### config.mk
export PLATFORM = sky130hd
export DESIGN_NAME = jk_reg_bank
export DESIGN_NICKNAME = d
export VERILOG_FILES = /design/src/rtl/jk_reg_bank.sv
export SDC_FILE = /design/constraint.sdc
export NUM_CORES = 1
export LEC_CHECK = 0
export ABC_AREA = 1
export BUFFER_PORTS_ARGS = -buffer_cell sky130_fd_sc_hd__buf_4
export CORE_MARGIN = 3
export CORE_UTILIZATION = 46
export DETAILED_ROUTE_END_ITERATION = 6
export GPL_ROUTABILITY_DRIVEN = 1
export PLACE_DENSITY = 0.75
export SYNTH_ARGS = -nofsm -noshare
export SYNTH_HDL_FRONTEND = slang
export SYNTH_SLANG_ARGS = --single-unit
### constraint.sdc
create_clock -name i_clk -period 1.6 [get_ports i_clk]
set_input_delay 0.08 -clock i_clk [delete_from_list [all_inputs] [get_ports i_clk]]
set_output_delay 0.08 -clock i_clk [all_outputs]
set_load 0.01 [all_outputs]
### src/rtl/jk_reg_bank.sv
// jk_reg_bank: a bank of WIDTH independent storage bits sharing one clock.
// A runtime mode select makes the per-bit j/k inputs act as JK, D, T or SR
// controls. The bank also provides:
//   - an update enable
//   - synchronous set and clear
//   - a sticky illegal-SR error flag
//   - a registered change strobe
//   - a saturating count of the edges at which q changed
//
// Ports:
//   i_clk      rising-edge clock
//   i_rst_n    synchronous active-low reset (overrides everything)
//   i_en       update enable; q holds when low (set/clr still act)
//   i_mode     00 JK, 01 D, 10 T, 11 SR
//   i_j        per-bit J / D / T / S
//   i_k        per-bit K / unused / unused / R
//   i_set      synchronous load of all ones
//   i_clr      synchronous load of RESET_VAL (priority over i_set)
//   o_q        registered state
//   o_qbar     ~o_q
//   o_changed  high for the cycle after an edge at which q changed
//   o_sr_err   sticky: SR mode saw s=r=1 on some bit; cleared only by reset
//   o_act_cnt  number of edges at which q changed, saturating
module jk_reg_bank #(
  parameter int unsigned           WIDTH     = 4,
  parameter logic [WIDTH-1:0]      RESET_VAL = '0,
  parameter int unsigned           CNT_W     = 8
) (
  input  logic             i_clk,
  input  logic             i_rst_n,
  input  logic             i_en,
  input  logic [1:0]       i_mode,
  input  logic [WIDTH-1:0] i_j,
  input  logic [WIDTH-1:0] i_k,
  input  logic             i_set,
  input  logic             i_clr,
  output logic [WIDTH-1:0] o_q,
  output logic [WIDTH-1:0] o_qbar,
  output logic             o_changed,
  output logic             o_sr_err,
  output logic [CNT_W-1:0] o_act_cnt
);

  typedef enum logic [1:0] {
    ModeJk = 2'b00,
    ModeD  = 2'b01,
    ModeT  = 2'b10,
    ModeSr = 2'b11
  } mode_e;

  localparam logic [CNT_W-1:0] CntMax = {CNT_W{1'b1}};

  logic [WIDTH-1:0] r_q;
  logic             r_changed;
  logic             r_sr_err;
  logic [CNT_W-1:0] r_act_cnt;

  logic [WIDTH-1:0] w_mode_next;
  logic [WIDTH-1:0] w_q_next;
  logic [WIDTH-1:0] w_sr_illegal_bits;
  logic             w_sr_illegal;
  logic             w_changed;
  mode_e            w_mode;

  assign w_mode = mode_e'(i_mode);

  // Per-bit next value for an enabled, non-set/clr edge.
  always_comb begin
    w_mode_next       = r_q;
    w_sr_illegal_bits = '0;
    for (int i = 0; i < WIDTH; i++) begin
      unique case (w_mode)
        ModeJk: begin
          unique case ({i_j[i], i_k[i]})
            2'b00:   w_mode_next[i] = r_q[i];
            2'b01:   w_mode_next[i] = 1'b0;
            2'b10:   w_mode_next[i] = 1'b1;
            default: w_mode_next[i] = ~r_q[i];
          endcase
        end
        ModeD: w_mode_next[i] = i_j[i];
        ModeT: w_mode_next[i] = i_j[i] ? ~r_q[i] : r_q[i];
        default: begin
          unique case ({i_j[i], i_k[i]})
            2'b10:   w_mode_next[i] = 1'b1;
            2'b01:   w_mode_next[i] = 1'b0;
            2'b00:   w_mode_next[i] = r_q[i];
            default: begin
              // s=r=1: the bit holds and the error is flagged.
              w_mode_next[i]       = r_q[i];
              w_sr_illegal_bits[i] = 1'b1;
            end
          endcase
        end
      endcase
    end
  end

  // Source priority: clr > set > en.
  always_comb begin
    w_q_next     = r_q;
    w_sr_illegal = 1'b0;
    if (i_clr) begin
      w_q_next = RESET_VAL;
    end else if (i_set) begin
      w_q_next = '1;
    end else if (i_en) begin
      w_q_next     = w_mode_next;
      w_sr_illegal = (w_mode == ModeSr) && (|w_sr_illegal_bits);
    end
  end

  assign w_changed = (w_q_next != r_q);

  always_ff @(posedge i_clk) begin
    if (!i_rst_n) begin
      r_q       <= RESET_VAL;
      r_changed <= 1'b0;
      r_sr_err  <= 1'b0;
      r_act_cnt <= '0;
    end else begin
      r_q       <= w_q_next;
      r_changed <= w_changed;
      if (w_sr_illegal) begin
        r_sr_err <= 1'b1;
      end
      if (w_changed && (r_act_cnt != CntMax)) begin
        r_act_cnt <= r_act_cnt + 1'b1;
      end
    end
  end

  assign o_q       = r_q;
  assign o_qbar    = ~r_q;
  assign o_changed = r_changed;
  assign o_sr_err  = r_sr_err;
  assign o_act_cnt = r_act_cnt;

endmodule
; Word-level counts from Yosys, hierarchy flattened
; Index checks and enable logic that the tools add are counted.
[totals]
ff_bits = 14
inputBits = 15
out_inout_bits = 18
elab_cells = 66
[classes]
add_sub_neg = 1
eq_ne = 13
n_mux = 30
bitwise_logic = 5
reduce_logical = 13
[ops]
columns = cell, n
row1 = $pmux W1 S3, 8
row2 = $mux W1, 15
row3 = $reduce_or A3 Y1, 5
row4 = $eq A2 B2 Y1 const B, 6
row5 = $mux W4, 3
row6 = $eq A2 B1 Y1 const B, 5
row7 = $logic_not A2 Y1, 5
row8 = $add A8 B1 Y8 const B, 1
row9 = $ne A8 B8 Y1 const B, 1
row10 = $pmux W1 S2, 4
row11 = $ne A4 B4 Y1, 1
row12 = $not A1 Y1, 4
row13 = $not A4 Y4, 1
row14 = $reduce_or A4 Y1, 1
row15 = $logic_and A1 B1 Y1, 2

; Depth between registers and ports, before layout
; Gate-level depths: netlist (run 1).
[logic_depth]
word_depth = 9
mapped_depth = 17
mapped_depth_nobuf = 16

; Worst setup path before layout (run 1)
; No wires, ideal clock.
[synth_timing]
kind = register to register
startpoint = register r_q[0] (netlist: o_q[0])
endpoint = register r_act_cnt[0] (netlist: o_act_cnt[0])
setup_ns = 0.115
arrival_ns = 1.575
required_time_ns = 1.485
path_slack_ns = -0.090
path_stages_with_launch = 15
path_buffers = 1
period_less_slack_ns = 1.690
cell_sequence = dfxtp_1 > inv_1 > a21oi_1 > o21ai_1 > nand2_1 > nand2_1 > nand2_1 > nand2_1 > nand2_1 > nand2_1 > nor2_2 > nand2_2 > buf_6 > a21oi_1 > nor2_1
[synth_between]
elab_chain_len = 8
word_cells_on_any_way = 10
cone_classes = eq/ne (1) / mux (7) / bitwise (1) / reduce/logical (1)
[synth_lines]
columns = item, line
row1 = from (decl), 53  ; logic [WIDTH-1:0] r_q;
row2 = from (signal assigned), 122  ; r_q <= w_q_next;
row3 = $not A1 Y1, "78, 82"
row4 = $pmux W1 S3 / $mux W1 (equally long branches), "74, 82"
row5 = $pmux W1 S3, 72  ; unique case (w_mode)
row6 = $mux W4, 107  ; end else if (i_en) begin
row7 = $mux W4, 105  ; end else if (i_set) begin
row8 = $mux W4, 103  ; if (i_clr) begin
row9 = $ne A4 B4 Y1 *, 113  ; assign w_changed = (w_q_next != r_q);
row10 = $logic_and A1 B1 Y1 *, 127  ; if (w_changed && (r_act_cnt != CntMax)) begin
row11 = to (signal assigned), 128  ; r_act_cnt <= r_act_cnt + 1'b1;
row12 = to (decl), 56  ; logic [CNT_W-1:0] r_act_cnt;
; Every way passes the cells marked *; elsewhere a longest branch is shown, timed or not.
; A chain may end at the register's enable or synchronous reset.

; Worst setup path in the final report (run 1)
[layout_timing]
startpoint = register r_q[1] (netlist: o_q[1])
endpoint = register r_act_cnt[5] (netlist: o_act_cnt[5])
; Same word-level chain as after synthesis.

==> results.txt, run 1 <==
Top delay family on crit path: simple AND/OR/NAND/NOR gates
Layout area overhead: 55.29%
Die Area: 0.003041 mm^2
Seq cells post-synth: 14
Distinct cells, synth: 18
Gpl congestion: 0.8360
Cell Chain, Critical Path: inv_2 -> a21oi_2 -> o21ai_1 -> nand2_1 -> nand2_1 -> nand2_2 -> nand2_2 -> nand2_2 -> nand2_2 -> nor2_4 -> nand2_4 -> nand2_4 -> nand2_1 -> a21oi_1
Req. time, crit path: 1.81 ns
Crit path max fanout: 6
Setup TNS: -0.2914 ns
Antenna Nets Post-Route: 0
Commonest non-fill, non-tap cell in the layout: buf_4
# port buffers: 32
Worst reg-to-reg setup slack: -0.11 ns
HP Class: input pin to register
Ports: 33
Fmax achieved: 586.1 MHz
Worst-Skew Late Latency: 0.28 ns
Layout cell share with drive strength beyond 1: 44.40%
TritonCTS Buffers: 3
Most frequent cells in the layout: buf_4 (62), nand2_1 (38), nand3_1 (20)
Clk pin slew, worst setup/hold paths: 0.09 ns
Clock Path Buffers: 2
DR iter-0 viols: 46
CTS Root Buffer Type: clkbuf_4
Slowest stage cell, crit path: dfxtp_4
Setup Viol. Count Final: 6
First-pass GRT wire length: 5.030 mm
Vias in the first global route: 1186
FF-to-FF Start: o_q[1]$_SDFF_PN0_
Maxcap violations: 0
Hold path depth: 3
Mapped Nets: 202
Core ar.: 0.002255 mm^2
Max rail drop VDD: 0.5429 mV
Yosys Warn Count: 0
Sequential fraction of the synthesis area: 25.23%
Critical path class: register to register
Critical Path Max Stage Delay: 0.39 ns
Critical path startpoint category: register
Final period util: 106.6%
Clock skew: 0.0008551 ns
Failing checks: setup timing
Worst slew margin: 71.79%
Post-route cell area: 0.001725 mm^2
Hold Crit Start: i_rst_n
Initial Utilization: 49.28%
Post-Syn Instances: 178
RR Endpoint: o_act_cnt[5]$_SDFFE_PN0P_
Place WS: -0.2221 ns
P_leak: 0.8577 nW
Slew Viols, Final: 0
Cells on worst reg2reg path: 14
Initial antenna violation count: 0
Hold path endpoint: o_act_cnt[6]$_SDFFE_PN0P_
Grt total ovfl: 0
DR vias/cell: 5.257
Gr usage total: 22.88%
Post-DP HPWL: 2.457 mm
CP arrival: 1.91 ns
Vias: 1414
Min Tclk post-route: 1.706 ns
Critical path's most frequent cell: nand2_2
H-tree depth: 1
Die X: 55.15 um
Die Span Y: 55.15 um
Clock sinks: 14
First-pass iteration count of the detailed router: 4
Final wirelength: 3.422 mm
Outcome: finished with violations
Syn avg cell area: 6.242 um^2
Placed Area: 0.001565 mm^2
Largest net degree at the start of global routing: 13
RSZ-0062 raised after global routing: yes
WP buf/inv: 1
Final Hold Viols: 0
FP Rows: 17
Final worst setup slack: -0.1062 ns
Wire per inst: 12.72 um
Residual DRC: 0
CTS hold repair buffers: 0
Worst Setup End Kind: register
Design Power: 0.9892 mW
Final nets: 267
Worst-Margin Slew: 0.4227 ns
Filler cell count: 180
Synthesized area: 0.001111 mm^2
CTS tree: built
ANT cells: 0
Cell Pwr Density: 573.3 mW/mm^2
[final cells by class]
cell class / instances / area, um^2 / area share, %
Clock buffer: 3 / 22.52 / 1.305
Inverter: 21 / 78.83 / 4.569
Multi-Input combinational cell: 141 / 828.3 / 48.01
Sequential cell: 14 / 295.3 / 17.11
Tap cell: 28 / 35.03 / 2.030
Timing Repair Buffer: 62 / 465.4 / 26.98
[cells in the mapped netlist]
cell | count | share of area (%)
ha_1 | 9 | 10
nand3_2 | 2 | 1.8
nor3_1 | 2 | 0.90
o21ai_1 | 4 | 1.8
inv_2 | 1 | 0.34
nand3_1 | 21 | 9.5
nor2_1 | 17 | 5.7
buf_6 | 2 | 2.0
a21oi_1 | 18 | 8.1
dfxtp_1 | 14 | 25
nand2_1 | 52 | 18
nor2_2 | 4 | 2.3
xor2_1 | 5 | 3.9
inv_1 | 20 | 6.8
clkbuf_1 | 1 | 0.34
nor4_1 | 2 | 1.1
o41ai_1 | 1 | 0.79
nand2_2 | 3 | 1.7
[cell families (layout without fill, tap and decap cells)]
| group | after synthesis | count (layout) | share of synthesized area (%) |
|---|---|---|---|
| AND/OR/NAND/NOR | 103 | 104 | 40.54 |
| AO/OA/AOI/OAI | 23 | 23 | 10.70 |
| flip-flops | 14 | 14 | 25.23 |
| XOR/XNOR | 5 | 5 | 3.941 |
| buffers and inverters | 24 | 86 | 9.458 |
| adder cells (fa/ha/maj) | 9 | 9 | 10.14 |
[through the flow]
step / util [%] / hold WS (ns) / cells
after floorplan: - / 0.2006 / 178
after global placement: 69.42 / 0.3192 / 261
after detailed placement: 69.42 / 0.3253 / 261
after CTS: 73.92 / 0.03019 / 268
after global routing: 76.53 / 0.03024 / 269
final: 76.53 / 0.03428 / 269
[report_power, final]
part	internal (mW)	leakage (nW)	switching, mW
clock	0.0873	0.0138	0.117
sequential	0.365	0.117	0.0161
combinational	0.192	0.727	0.212
total	0.644	0.858	0.345
[flip-flops by register name (all words and copies together) (netlist names)]
signal and count:
o_sr_err 1, o_changed 1, o_q 4, o_act_cnt 8
[routing by layer]
| metal | vias to the layer above | track usage (%) | wire length (um) |
|---|---|---|---|
| li1 | 704 | - | - |
| met1 | 650 | 26.94 | 1429 |
| met2 | 48 | 41.54 | 1686 |
| met3 | 12 | 5.630 | 211 |
| met4 | 0 | 4.858 | 95 |
| met5 | - | 0 | 0 |
[how the worst max path moves through the flow]
stage | start | to | slack [ns] | cells after the start
final | o_q[1]$_SDFF_PN0_ | o_act_cnt[5]$_SDFFE_PN0P_ | -0.11 | 14
after CTS | o_q[1]$_SDFF_PN0_ | o_act_cnt[4]$_SDFFE_PN0P_ | -0.005 | 15
after detailed placement | i_j[0] | o_act_cnt[4]$_SDFFE_PN0P_ | -0.22 | 15
after floorplan | o_q[0]$_SDFF_PN0_ | o_act_cnt[0]$_SDFFE_PN0P_ | 0.008 | 14
after global placement | i_j[2] | o_act_cnt[4]$_SDFFE_PN0P_ | -0.15 | 15
after global routing | o_q[3]$_SDFF_PN0_ | o_act_cnt[5]$_SDFFE_PN0P_ | -0.23 | 15
[tightest hold or removal path: stages]
cell and delay (ns):
buf_4 0.09, nand2_1 0.04, nor2_1 0.07
[repair_timing]
action,CTS,global route
buffers inserted,3,1
pin swaps,2,12
setup endpoints to repair,8,9
cloned,1,0
gates resized for setup,16,17
Note: power is estimated with default switching activity, not from simulation.
==> run 2, diff against run 1 <==
Settings changed: SETUP_SLACK_MARGIN set to 0.05.
==> run 2 against run 1 <==
Effect of this change: the run still ends with setup timing left; total power is 6.0% higher; clock-buffer cell count is 1 higher; worst setup slack better by 0.033 ns; cell area is 2.5% higher; first-iteration DRC count is 26% lower; critical path type unchanged; largest cell class unchanged; highest routed layer unchanged.
==> results.txt, run 2 (same netlist as run 1, synthesis figures left out) <==
Stages on the worst setup path: 14
CTS tree: built
Wire per inst: 12.03 um
Gpl congestion: 0.9168
Initial antenna violation count: 0
Dpl cells: 263
Failing checks: setup timing
Antenna Nets Post-Route: 0
Final wirelength: 3.295 mm
Largest net degree at the start of global routing: 13
DR iter-0 viols: 34
Max rail drop VDD: 0.5061 mV
Critical Path Max Stage Delay: 0.39 ns
First-pass iteration count of the detailed router: 6
P_leak: 0.8811 nW
Most frequent cells in the layout: buf_4 (66), nand2_1 (36), nand3_1 (21)
Non-Filler Instances: 274
Vias in the first global route: 1271
Worst slew margin: 69.07%
Maxcap violations: 0
Cell Pwr Density: 593.2 mW/mm^2
Commonest non-fill, non-tap cell in the layout: buf_4
CTS Root Buffer Type: clkbuf_4
Clock sinks: 14
Slowest stage cell, crit path: dfxtp_4
RSZ-0062 raised after global routing: yes
Crit path max fanout: 6
FF-to-FF Start: o_q[3]$_SDFF_PN0_
Hold slack: 0.03699 ns
Ports: 33
Cell Chain, Critical Path: inv_2 -> a21oi_2 -> o21ai_1 -> nand2_1 -> nand2_1 -> nand2_2 -> nand2_2 -> nand2_2 -> nand2_2 -> nor2_4 -> nand2_4 -> nand2_4 -> nand2_1 -> a21oi_2
Post-DP HPWL: 2.461 mm
DR vias/cell: 5.161
Clock skew: 0.01516 ns
Critical path's most frequent cell: nand2_2
Hold path depth: 3
HP Class: input pin to register
Fmax achieved: 597.7 MHz
Worst-Skew Late Latency: 0.29 ns
Layout cell share with drive strength beyond 1: 46.75%
Hold Crit Start: i_rst_n
Req. time, crit path: 1.81 ns
ANT cells: 0
Worst-Margin Slew: 0.4635 ns
Outcome: finished with violations
Gr usage total: 22.70%
Max FFs per register: 8
Setup Viol. Count Final: 5
First-pass GRT wire length: 5.078 mm
Residual DRC: 0
Top delay family on crit path: simple AND/OR/NAND/NOR gates
# port buffers: 32
Clock Path Buffers: 2
Final Hold Viols: 0
Worst Setup End Kind: register
Final period util: 104.6%
Place WS: -0.2482 ns
Final nets: 271
Worst reg-to-reg setup slack: -0.07 ns
Clk pin slew, worst setup/hold paths: 0.10 ns
Core ar.: 0.002255 mm^2
Slew Viols, Final: 0
Initial Utilization: 49.28%
Die X: 55.15 um
Cells on worst reg2reg path: 14
RR Endpoint: o_act_cnt[7]$_SDFFE_PN0P_
WP buf/inv: 1
Die Span Y: 55.15 um
FP Rows: 17
Final worst setup slack: -0.07301 ns
Critical path class: register to register
Layout area overhead: 59.12%
CTS hold repair buffers: 0
Grt total ovfl: 0
Filler cell count: 173
H-tree depth: 1
Hold path endpoint: o_act_cnt[0]$_SDFFE_PN0P_
CP arrival: 1.88 ns
TritonCTS Buffers: 3
Critical path startpoint category: register
Vias: 1414
Min Tclk post-route: 1.673 ns
Die Area: 0.003041 mm^2
Setup TNS: -0.1610 ns
[run 2: cell types whose count changed in the layout (fill, tap and decap cells not counted), moves of 2 or more]
cell,previous run,this run
buf_4,62,66
inv_1,17,15
inv_2,4,6
nand2_1,38,36
nand2_2,16,18
[run 2: area by class of cell]
cell class                      instances  area, um^2  area share [%]
Multi-Input combinational cell        141       827.0           46.78
Timing Repair Buffer                   66       495.5           28.03
Tap cell                               28       35.03           1.982
Inverter                               21       78.83           4.459
Sequential cell                        14       295.3           16.70
Clock buffer                            4       36.28           2.052
[run 2: worst reg2reg max path: stages, from the launching register on]
cell	delay (ns)
dfxtp_4	0.39
inv_2	0.05
a21oi_2	0.10
o21ai_1	0.07
nand2_1	0.07
nand2_1	0.06
nand2_2	0.08
nand2_2	0.06
nand2_2	0.08
nand2_2	0.06
nor2_4	0.17
nand2_4	0.10
nand2_4	0.10
nand2_1	0.09
a21oi_2	0.12
[run 2: routing by layer]
metal	up-vias	GRT usage, %	part of all wire, %
li1	711	-	-
met1	657	26.41	45
met2	44	41.73	50
met3	2	5.630	4.5
met4	0	4.453	0.49
met5	-	0	0
[run 2: power breakdown]
part           internal (mW)  switching [mW]  total (mW)
clock network          0.138           0.119       0.257
registers              0.365          0.0172       0.383
logic                  0.198           0.211       0.409
total                  0.701           0.347        1.05
[run 2: how the worst max path moves through the flow]
stage	from	end	slack (ns)
CTS	o_q[1]$_SDFF_PN0_	o_act_cnt[7]$_SDFFE_PN0P_	-0.006
detailed placement	i_j[0]	o_act_cnt[5]$_SDFFE_PN0P_	-0.25
global route	o_q[3]$_SDFF_PN0_	o_act_cnt[7]$_SDFFE_PN0P_	-0.18
finish	o_q[3]$_SDFF_PN0_	o_act_cnt[7]$_SDFFE_PN0P_	-0.07
global placement	i_j[0]	o_act_cnt[7]$_SDFFE_PN0P_	-0.19
floorplan	o_act_cnt[0]$_SDFFE_PN0P_	o_act_cnt[2]$_SDFFE_PN0P_	0.06
[run 2: what timing repair did]
item / 4_1_cts / 5_1_grt
gates cloned: 1 / 0
gates resized for setup: 14 / 16
endpoints found under the setup margin: 8 / 9
pin swaps: 5 / 4
setup buffers: 5 / 1
[run 2: per-stage QoR]
stage / total power [mW] / util [%] / cell area (um^2)
3_5_place_dp: 0.7318 / 70.31 / 1585
6_report: 1.049 / 78.41 / 1768
2_1_floorplan: 0.5655 / - / 1126
3_3_place_gp: 0.7206 / 70.31 / 1585
4_1_cts: 1.018 / 76.08 / 1715
5_1_grt: 1.099 / 78.41 / 1768
==> run 3, diff against run 2 <==
Settings changed: CTS_BUF_LIST set to sky130_fd_sc_hd__clkbuf_16.
==> run 3 against run 2 <==
Effect of this change: sequential share of layout area down 0.94 points; total power grew 24%; maximum frequency decreased by 0.96%; the run still ends with setup timing left; combinational power grew 8.3%; via count up 3.3%; non-clock buffer count grew 3; clock-buffer cell count decreased by 1; critical path type unchanged; largest cell class unchanged; final cell count rose by 1.1%; wire length up 14%; sequential power hardly changed; register-to-register slack worse by 0.02 ns.
==> results.txt, run 3 (same netlist as run 1, synthesis figures left out) <==
Uppermost layer routed: met4
RSZ-0062 raised after global routing: yes
Core ar.: 0.002255 mm^2
Slew Viols, Final: 0
ANT cells: 0
Cell Pwr Density: 694.4 mW/mm^2
Setup TNS: -0.5253 ns
Place WS: -0.2482 ns
Hold Crit Start: i_rst_n
Setup Viol. Count Final: 8
Max FFs per register: 8
Met2 routed WL: 1.974 mm
Req. time, crit path: 1.77 ns
CTS hold repair buffers: 0
Hold slack: 0.1034 ns
Critical path startpoint category: register
Die Span Y: 55.15 um
Worst reg-to-reg setup slack: -0.09 ns
Fmax achieved: 592.0 MHz
Met1 wire length: 1.548 mm
Final nets: 274
Layout area overhead: 68.58%
Clock sinks: 14
H-tree depth: 1
Outcome: finished with violations
Gr usage total: 24.00%
Final period util: 105.6%
FP Rows: 17
Die X: 55.15 um
Initial Utilization: 49.28%
Min Tclk post-route: 1.689 ns
Layout cell share with drive strength beyond 1: 50.60%
Worst Setup End Kind: register
Residual DRC: 0
Worst-Margin Slew: 0.4780 ns
Die Area: 0.003041 mm^2
TritonCTS Buffers: 3
Clk pin slew, worst setup/hold paths: 0.05 ns
Max rail drop VDD: 0.7974 mV
CP arrival: 1.86 ns
Failing checks: setup timing
Final wirelength: 3.750 mm
P_leak: 0.9314 nW
Vias: 1461
First-pass iteration count of the detailed router: 4
Initial antenna violation count: 0
DR iter-0 viols: 45
CTS Root Buffer Type: clkbuf_16
Vias in the first global route: 1257
Clock Path Buffers: 2
HP Class: input pin to register
Post-DP HPWL: 2.461 mm
Final worst setup slack: -0.08916 ns
Met3 WL post-DR: 188 um
Gpl congestion: 0.9168
Maxcap violations: 0
Final Hold Viols: 0
Wire per inst: 13.54 um
Critical path class: register to register
Worst slew margin: 68.10%
Filler cell count: 153
Cells on worst reg2reg path: 14
Hold path endpoint: o_act_cnt[0]$_SDFFE_PN0P_
First-pass GRT wire length: 5.333 mm
Most frequent cells in the layout: buf_4 (69), nand2_1 (29), nand2_2 (24)
Design Power: 1.301 mW
Largest net degree at the start of global routing: 13
Commonest non-fill, non-tap cell in the layout: buf_4
Antenna Nets Post-Route: 0
DR vias/cell: 5.274
Worst-Skew Late Latency: 0.24 ns
Hold path depth: 3
CTS tree: built
Final core utilization: 83.07%
RR Endpoint: o_act_cnt[7]$_SDFFE_PN0P_
# port buffers: 32
Grt total ovfl: 0
FF-to-FF Start: o_q[3]$_SDFF_PN0_
Crit path max fanout: 6
Clock skew: 0.004741 ns
Ports: 33
-- run 3: per-stage QoR --
step                cells  instance area (um^2)
finish                277                  1873
global placement      263                  1585
detailed placement    263                  1585
global route          277                  1873
floorplan             178                  1126
CTS                   274                  1753
-- run 3: metal layers --
layer  global-route usage (%)  up-vias
met1                    28.71      688
met4                    4.049        0
met2                    43.90       47
met5                        0        -
li1                         -      718
met3                    5.362        8
-- run 3: power breakdown --
group,internal [mW],switching (mW)
clock network,0.330,0.143
registers,0.367,0.0177
logic,0.211,0.232
total,0.908,0.393
-- run 3: repair_timing --
action,in CTS,in global routing
endpoints found under the setup margin,8,10
pin swaps,11,8
setup buffers,6,3
gates resized for setup,10,31
gates cloned,1,0
-- run 3: critical path, cell delays in order, from the launching register on --
cell and delay [ns]:
dfxtp_4 0.38, nand2_1 0.06, nand2_1 0.07, nand3_1 0.06, nand2_1 0.06, nand2_1 0.07
nand2_2 0.08, nand2_2 0.07, nand3_1 0.10, nand2_2 0.09, nor2_4 0.16, nand2_4 0.12
nand2_8 0.11, nand2_2 0.07, a21oi_2 0.11
-- run 3: final cells by class --
type                    count  area [um^2]  area share [%]
multi-input cells         141        867.1           46.29
clock inverters             1        3.754          0.2004
repair buffers             69        518.0           27.66
well taps                  28        35.03           1.870
inverters                  21        78.83           4.208
flip-flops and latches     14        295.3           15.76
clock buffers               3        75.07           4.008
-- run 3: worst max path at each step --
stage	start	end	slack (ns)
floorplan	o_act_cnt[0]$_SDFFE_PN0P_	o_act_cnt[2]$_SDFFE_PN0P_	0.06
global placement	i_j[0]	o_act_cnt[7]$_SDFFE_PN0P_	-0.19
detailed placement	i_j[0]	o_act_cnt[5]$_SDFFE_PN0P_	-0.25
CTS	o_q[0]$_SDFF_PN0_	o_act_cnt[3]$_SDFFE_PN0P_	-0.03
global route	o_q[3]$_SDFF_PN0_	o_act_cnt[6]$_SDFFE_PN0P_	-0.22
finish	o_q[3]$_SDFF_PN0_	o_act_cnt[7]$_SDFFE_PN0P_	-0.09
